===== src/rtl/hashcore_dispatch.sv =====
// hashcore_dispatch: broadcasts one work unit serially to a bank of hashcores
// and round-robin arbitrates their golden-nonce strobes into a small FWFT FIFO.
// Optional build macro: DISCARD_STALE_EN (flush and ignore results of superseded work).
module hashcore_dispatch #(
    parameter int unsigned NUM_CORES  = 4,
    parameter int unsigned WORK_BITS  = 352,
    parameter int unsigned FIFO_DEPTH = 4
) (
    input  logic                    hash_clk,
    input  logic                    reset_n,
    input  logic [31:0]             work_data,
    input  logic                    work_valid,
    output logic                    work_ready,
    output logic                    core_din,
    output logic                    core_shift,
    output logic [3*NUM_CORES-1:0]  core_nonce_msb,
    input  logic [32*NUM_CORES-1:0] core_golden_nonce,
    input  logic [NUM_CORES-1:0]    core_match,
    output logic [31:0]             gn_data,
    output logic                    gn_valid,
    input  logic                    gn_ready,
    output logic                    busy,
    output logic                    overflow
);
    localparam int unsigned NWORDS = WORK_BITS / 32;
    localparam int unsigned WCW    = (NWORDS > 1) ? $clog2(NWORDS) : 1;
    localparam int unsigned BCW    = $clog2(WORK_BITS);
    localparam int unsigned AW     = (FIFO_DEPTH > 1) ? $clog2(FIFO_DEPTH) : 1;

    typedef enum logic [1:0] {IDLE, COLLECT, SHIFT, GAP} state_t;

    state_t           state, state_nxt;
    logic [WCW-1:0]   word_cnt;
    logic [BCW-1:0]   bit_cnt;
    logic [BCW-1:0]   word_from_end;
    logic [WCW-1:0]   rd_word;
    logic [31:0]      work_mem [NWORDS];
    logic             collecting, accept, last_word, start_shift;

    logic [NUM_CORES-1:0] pend, cap, grant_vec, grant_clr;
    logic [31:0]          pend_nonce [NUM_CORES];
    logic [2:0]           rr_ptr, rr_nxt;
    logic                 grant_any, can_push, push, pop, flush;
    logic [31:0]          grant_nonce;

    logic [AW:0]  wr_ptr, rd_ptr;
    logic [31:0]  fifo_mem [FIFO_DEPTH];
    logic         fifo_empty, fifo_full;

    assign collecting  = (state == IDLE) || (state == COLLECT);
    assign work_ready  = reset_n && collecting;
    assign accept      = work_valid && work_ready;
    assign last_word   = (word_cnt == WCW'(NWORDS - 1));
    assign start_shift = accept && last_word;
    assign busy        = (state != IDLE);

`ifdef DISCARD_STALE_EN
    assign flush = start_shift;
    assign cap   = core_match & {NUM_CORES{!((state == SHIFT) || (state == GAP))}};
`else
    assign flush = 1'b0;
    assign cap   = core_match;
`endif

    // FSM state register
    always_ff @(posedge hash_clk or negedge reset_n) begin
        if (!reset_n) state <= IDLE;
        else          state <= state_nxt;
    end

    // FSM next state and serial broadcast outputs; bit_cnt counts down, so the
    // word selected is counted from the end of the work unit
    always_comb begin
        state_nxt     = state;
        core_shift    = 1'b0;
        core_din      = 1'b0;
        word_from_end = bit_cnt >> 5;
        rd_word       = WCW'(NWORDS - 1) - WCW'(word_from_end);
        case (state)
            IDLE:    if (accept) state_nxt = last_word ? SHIFT : COLLECT;
            COLLECT: if (start_shift) state_nxt = SHIFT;
            SHIFT: begin
                core_shift = 1'b1;
                core_din   = work_mem[rd_word][bit_cnt[4:0]];
                if (bit_cnt == '0) state_nxt = GAP;
            end
            GAP:     state_nxt = IDLE;
            default: state_nxt = IDLE;
        endcase
    end

    // word index and shift bit counters
    always_ff @(posedge hash_clk or negedge reset_n) begin
        if (!reset_n) begin
            word_cnt <= '0;
            bit_cnt  <= '0;
        end else begin
            if (accept) word_cnt <= last_word ? '0 : word_cnt + 1'b1;
            if (start_shift)                          bit_cnt <= BCW'(WORK_BITS - 1);
            else if (state == SHIFT && bit_cnt != '0) bit_cnt <= bit_cnt - 1'b1;
        end
    end

    // work word storage
    always_ff @(posedge hash_clk) begin
        if (accept) work_mem[word_cnt] <= work_data;
    end

    // fixed nonce prefix per core
    always_comb begin
        core_nonce_msb = '0;
        for (int unsigned i = 0; i < NUM_CORES; i++) core_nonce_msb[3*i +: 3] = 3'(i);
    end

    // round-robin pick of the first pending core at or after rr_ptr
    always_comb begin
        grant_any   = 1'b0;
        grant_vec   = '0;
        grant_nonce = '0;
        rr_nxt      = rr_ptr;
        for (int unsigned off = 0; off < NUM_CORES; off++) begin
            for (int unsigned j = 0; j < NUM_CORES; j++) begin
                if (!grant_any && pend[j] && (j == (32'(rr_ptr) + off) % NUM_CORES)) begin
                    grant_any    = 1'b1;
                    grant_vec[j] = 1'b1;
                    grant_nonce  = pend_nonce[j];
                    rr_nxt       = 3'((j + 1) % NUM_CORES);
                end
            end
        end
        push      = grant_any && can_push && !flush;
        grant_clr = grant_vec & {NUM_CORES{push}};
    end

    // pending flags, round-robin pointer and sticky overflow
    always_ff @(posedge hash_clk or negedge reset_n) begin
        if (!reset_n) begin
            pend     <= '0;
            rr_ptr   <= '0;
            overflow <= 1'b0;
        end else if (flush) begin
            pend <= '0;
        end else begin
            for (int unsigned i = 0; i < NUM_CORES; i++) begin
                if (cap[i]) begin
                    pend[i] <= 1'b1;
                    if (pend[i] && !grant_clr[i]) overflow <= 1'b1;
                end else if (grant_clr[i]) begin
                    pend[i] <= 1'b0;
                end
            end
            if (push) rr_ptr <= rr_nxt;
        end
    end

    // latest nonce per core
    always_ff @(posedge hash_clk) begin
        for (int unsigned i = 0; i < NUM_CORES; i++)
            if (cap[i]) pend_nonce[i] <= core_golden_nonce[32*i +: 32];
    end

    assign fifo_empty = (wr_ptr == rd_ptr);
    assign fifo_full  = (wr_ptr[AW] != rd_ptr[AW]) && (wr_ptr[AW-1:0] == rd_ptr[AW-1:0]);
    assign gn_valid   = !fifo_empty;
    assign gn_data    = gn_valid ? fifo_mem[rd_ptr[AW-1:0]] : '0;
    assign pop        = gn_valid && gn_ready;
    assign can_push   = !fifo_full || pop;

    // FIFO pointers; a pop frees the slot for a same-cycle push when full
    always_ff @(posedge hash_clk or negedge reset_n) begin
        if (!reset_n) begin
            wr_ptr <= '0;
            rd_ptr <= '0;
        end else if (flush) begin
            wr_ptr <= '0;
            rd_ptr <= '0;
        end else begin
            if (push) wr_ptr <= wr_ptr + 1'b1;
            if (pop)  rd_ptr <= rd_ptr + 1'b1;
        end
    end

    // FIFO storage
    always_ff @(posedge hash_clk) begin
        if (push) fifo_mem[wr_ptr[AW-1:0]] <= grant_nonce;
    end
endmodule


===== config.mk =====
export PLATFORM = sky130hd
export DESIGN_NAME = hashcore_dispatch
export DESIGN_NICKNAME = d
export VERILOG_FILES = /design/src/rtl/hashcore_dispatch.sv
export SDC_FILE = /design/constraint.sdc
export NUM_CORES = 1
export LEC_CHECK = 0
export CAP_MARGIN = 20
export CORE_AREA = 2 2 263 265
export DETAILED_ROUTE_END_ITERATION = 6
export DIE_AREA = 0 0 265 267
export DONT_BUFFER_PORTS = 1
export PLACE_DENSITY = 0.55
export SYNTH_ARGS = -nofsm -noshare
export SYNTH_HDL_FRONTEND = slang
export SYNTH_SLANG_ARGS = --single-unit

===== constraint.sdc =====
create_clock -name hash_clk -period 11.5 [get_ports hash_clk]
set_input_delay 2.3 -clock hash_clk [delete_from_list [all_inputs] [get_ports hash_clk]]
set_output_delay 2.3 -clock hash_clk [all_outputs]
set_load 0.02 [all_outputs]

# --- After elaboration in Yosys (flattened, before gate mapping) ---
# Memory sizes are Yosys's and may differ from the RTL's.
# Index checks and enable logic that the tools add are counted.
word_totals:
  regBits: 28
  mem_bits_rw: 608
  inputBits: 168
  output_inout_bits: 50
  n_memories: 3
op_classes:
  n_addsub: 8
  order_cmp: 1
  eq_ne: 22
  mux: 104
  bitwise_logic: 1
  n_reduce_logical: 81
mem_list:
  columns: ["memory", "words", "word_bits", "rd", "rd_clocked_by_memory_dff", "wr", "line_no", "text"]
  rows:
  - ["work_mem", 11, 32, 1, 0, 1, "37", "logic [31:0] work_mem [NWORDS];"]
  - ["fifo_mem", 4, 32, 1, 0, 1, "47", "logic [31:0] fifo_mem [FIFO_DEPTH];"]
  - ["pend_nonce", 4, 32, 4, 0, 4, "41", "logic [31:0] pend_nonce [NUM_CORES];"]
op_table:
  columns: ["operator", "count"]
  rows:
  - ["2-to-1 mux 32 bit", 17]
  - ["zero test 32 bit", 4]
  - ["2-to-1 mux 1 bit", 62]
  - ["logical AND 1 bit", 42]
  - ["2-to-1 mux 2 bit", 20]
  - ["zero test 1 bit", 21]
  - ["2-to-1 mux 9 bit", 2]
  - ["== test 2 bit (first input constant)", 8]
  - ["nonzero test 16 bit", 1]
  - ["nonzero test 2 bit", 6]
  - ["zero test 9 bit", 1]
  - ["nonzero test 9 bit", 1]
  - ["subtractor 9 x 1 -> 9 bit (second input constant)", 1]
  - ["== test 1 x 2 -> 1 bit (first input constant)", 4]
  - ["case mux 2 bit (4 select lines)", 1]
  - ["adder 3 x 1 -> 3 bit (second input constant)", 2]
  - ["< comparator 5 x 6 -> 1 bit (second input constant)", 1]
  - ["inequality test 2 bit (second input constant)", 3]
  - ["binary-select mux 1 bit (select 5 bit)", 1]
  - ["adder 2 bit (second input constant)", 2]
  - ["adder 4 x 1 -> 4 bit (second input constant)", 1]
  - ["bitwise AND 4 bit", 1]
  - ["== test 2 bit (second input constant)", 2]
  - ["== test 4 bit (second input constant)", 1]
  - ["other kinds (11)", 12]

# --- Longest topological paths before layout ---
logic_depth:
  depth_word: 75
  depth_mapped: 16
  mapped_depth_nobuf: 10

# --- Least setup slack after synthesis ---
# Ideal clock, no wire load.
synth_timing:
  path_type: "input to register"
  startpoint: "input reset_n"
  endpoint: "memory work_mem[0][0] (enable)"
  setup_ns: 0.461
  arrival_time_ns: 5.230
  slack_ns: 5.809
  stages: 4
  cell_sequence: "o21a_1 -> nand2_1 -> or3_1 -> nor3_1"
synth_between:
  elab_chain_cells: 4
synth_rtl:
  columns: ["item", "line_no", "text"]
  rows:
  - ["start: declaration", "10", "input logic reset_n,"]
  - ["logical AND 1 bit", "51", "assign work_ready = reset_n && collecting;"]
  - ["logical AND 1 bit", "52", "assign accept = work_valid && work_ready;"]
  - ["2-to-1 mux 1 bit", "106", "if (accept) work_mem[word_cnt] <= work_data;"]
  - ["2-to-1 mux 1 bit (implied by the code)", "106", null]
  - ["end: declaration", "37", null]
# Every way passes these cells.

# --- Worst setup path in the final report ---
layout_timing:
  startpoint: "register bit_cnt[5]"
  endpoint: "output core_din"
layout_between:
  elab_chain_cells: 5
layout_rtl:
  columns: ["item", "line_no", "text"]
  rows:
  - ["start: declaration", "34", "logic [BCW-1:0] bit_cnt;"]
  - ["start signal: assignment", "99", "if (start_shift) bit_cnt <= BCW'(WORK_BITS - 1);"]
  - ["start signal: assignment", "100", "else if (state == SHIFT && bit_cnt != '0) bit_cnt <= bit_cnt - 1'b1;"]
  - ["subtractor 4 bit", "78", "rd_word = WCW'(NWORDS - 1) - WCW'(word_from_end);"]
  - ["memory read (11 x 32 bit)", null, null]
  - ["binary-select mux 1 bit (select 5 bit)", "84", "core_din = work_mem[rd_word][bit_cnt[4:0]];"]
  - ["2-to-1 mux 1 bit (implied by the code)", "84", null]
  - ["2-to-1 mux 1 bit", "79", "case (state)"]
  - ["end: declaration", "14", "output logic core_din,"]
# Every way passes these cells. The select of a mux whose other input is x is not followed.

==> metrics.cfg <==
[cts]
clk_path_buf_depth = 3
cts_tree = built
clockRootBuffer = clkbuf_16
ctsResizeCount = 0
cts_made_buffers = 71
clock_sinks = 636
insertion_delay_ps = 610
path_clk_slew_ps = 60
htreeDepth = 3
post-cts-setup-buffers = 0
postCtsHoldBufs = 0

[route]
via_per_inst = 6.05
wl_per_cell_um = 28.0
met1Wirelength_um = 29200
detail-route-antenna-nets = 0
drt_iter0_markers = 2108
wl_met3_um = 6590
drc = 17
maxUsedRoutingLayer = met5
route.met2.wl_um = 36000
via_count = 15993
drt-total-wl_um = 74100
dr.pass1.iters = 7

[synthesis]
avgSynthCellArea_sq_um = 16.0
synth.largest_area_cell = edfxtp_1
mappedNetlistArea_sq_mm = 0.0270
ys.flop_type = edfxtp_1
async_reset_ff_frac = 0.0440
synthTopCellsByArea = edfxtp_1 68%, mux4_2 7.3%, dfrtp_1 2.6%
yosysTopAreaCellShare = 0.676
yosys_warnings = 0
synth_seq_area_share = 0.702
synth_edf_count = 608
synth_cell_types = 74
synth_seq_cells = 636
ys_top_cells_by_count = 608 x edfxtp_1, 123 x nand2_1, 113 x nor2_1
synth_cells = 1689
yosysMostFrequentCell = edfxtp_1

[worst_hold_path]
holdPathStages = 1
hp-class = flip-flop to flip-flop

[sta]
rsz0062_at_grt = no
fin_skew_ps = 20.1
hold_viol_final = 0
setup_viol = 0
worst_pin_slew_ps = 1100
fin_crit_sh = 0.625
slew_headroom = 0.270
fin_setup_tns_ps = 0
whs_ps = 496
fin_ws_ps = 4310
fmax_mhz = 139
period_minus_slack_ps = 7190
drv_slew = 0

[setup_path]
r2r-end = fifo_mem[2][4]
cp.required_ps = 9200
cp-end-kind = output pin
path_max_fanout = 75
endpoint = core_din
r2r-start = rr_ptr[1]
arrival_ps = 4890
path_class = flip-flop to output pin
startpoint_type = flip-flop
cp-startpoint = bit_cnt[5]
regToRegSetupSlack_ps = 7770
r2r_cells = 6

[run_status]
run_status = finished, violations left
failed_checks = DRC

[floorplanning]
die_w_um = 265
start_util = 0.397
die_h_um = 267
dieArea_sq_mm = 0.0708
fp.coreArea_sq_mm = 0.0680
io_pins = 218
num_rows = 96

[layout]
fill_cells = 5918
fin_util = 0.447
final_nets = 1877
layout-drive-gt1-share = 0.153
area_growth_syn_to_layout_pct = 12.5

[power]
report.power.total_uw = 7360
p_per_area_mw_per_mm2 = 242
p_leak_uw = 0.00999
peakVddDrop_mv = 0.141

[placement]
dp.final_hpwl_um = 44800
io_buffers = 0
pre_cts_ws_ps = 4900
gp_congestion = 0.873

[global_route]
grt_start_max_net_pins = 76
track_usage = 0.208
overflow = 0
first_global_vias = 15856
grt_pass1_wl_um = 109000
antenna_found_initial = 13

[job]
cap_violations = 0

-- per-layer routing --
| metal | track usage | vias up |
|---|---|---|
| li1 | - | 6830 |
| met1 | 0.268 | 8142 |
| met2 | 0.344 | 837 |
| met3 | 0.0516 | 176 |
| met4 | 0.0709 | 8 |
| met5 | 0 | - |
-- sequential cells by signal (all words and copies together), names as in the netlist --
name        count
work_mem      352
fifo_mem      128
pend_nonce    128
bit_cnt         9
pend            4
word_cnt        4
rd_ptr          3
wr_ptr          3
rr_ptr          2
state           2
overflow        1
-- placed cells by master, fill, tap and decap left out, types with 6 or more instances in the layout --
| master | instances |
|---|---|
| edfxtp_1 | 608 |
| nand2_1 | 123 |
| nor2_1 | 103 |
| mux4_2 | 87 |
| clkbuf_16 | 72 |
| a21oi_1 | 60 |
| o21ai_0 | 47 |
| buf_4 | 45 |
| nor2b_1 | 40 |
| mux2i_1 | 38 |
| o22ai_1 | 34 |
| a221oi_1 | 33 |
| nand3_1 | 31 |
| a22o_1 | 27 |
| dfrtp_1 | 26 |
| nor3_1 | 25 |
| a222oi_1 | 20 |
| o211ai_1 | 18 |
| inv_1 | 17 |
| a221o_1 | 16 |
| clkbuf_1 | 16 |
| xnor2_1 | 15 |
| a22oi_1 | 13 |
| a31oi_1 | 13 |
| conb_1 | 12 |
| o31ai_1 | 11 |
| mux4_1 | 11 |
| ha_1 | 11 |
| clkinv_2 | 11 |
| diode_2 | 10 |
| nand2b_1 | 10 |
| o21bai_1 | 10 |
| clkinv_1 | 10 |
| nor2_4 | 10 |
| nand4_1 | 9 |
| bufinv_16 | 9 |
| a211oi_1 | 7 |
| and3_1 | 6 |
| a2111oi_0 | 6 |
| o221ai_1 | 6 |
-- metrics by stage --
| stage | instances | instance area, sq um |
|---|---|---|
| 2_1_floorplan | 1699 | 27000 |
| 3_3_place_gp | 2506 | 28000 |
| 3_5_place_dp | 2506 | 28000 |
| 4_1_cts | 2635 | 30400 |
| 5_1_grt | 2637 | 30400 |
| 6_report | 2645 | 30400 |
-- critical path, stage by stage (launching register included) --
cell      delay, ps
dfrtp_4         670
inv_2           230
ha_4            940
buf_4           670
mux4_2          320
nor2_1           40
o311ai_0        710
o311a_1         290
o311a_1         340
-- area by class of cell --
class                   instances  area [sq um]  share of cell area
flip-flops and latches        636         19000               0.624
multi-input cells             923          7510               0.247
clock buffers                  90          1890              0.0622
well taps                     882          1100              0.0363
clock inverters                39           474              0.0156
repair buffers                 45           338              0.0111
inverters                      20          75.1             0.00247
diodes                         10          25.0            0.000824
-- how the worst min path moves through the flow --
stage	start	endpoint
after floorplan	wr_ptr[2]	wr_ptr[2]
after global placement	wr_ptr[2]	wr_ptr[2]
after detailed placement	rd_ptr[2]	rd_ptr[2]
after CTS	wr_ptr[2]	wr_ptr[2]
after global routing	rd_ptr[2]	rd_ptr[2]
final	wr_ptr[2]	wr_ptr[2]
-- report_power, final --
part,switching [uW],internal [uW],leakage (uW),total [uW]
clock network,921,1380,0.00115,2300
registers,159,3080,0.00594,3240
logic,1200,616,0.00290,1820
-- logic make-up (layout without fill, tap and decap cells) --
family	count (synthesis)	count (layout)	share of synthesized area
compound gates	352	352	0.0939
xor+xnor	19	19	0.00644
fa+ha+maj	12	12	0.00556
buf+inv	140	194	0.0263
flops	636	636	0.702
mux	140	140	0.0990
other cells	2	22	0.000278
simple gates	388	388	0.0665
(Power assumes the default switching activity.)
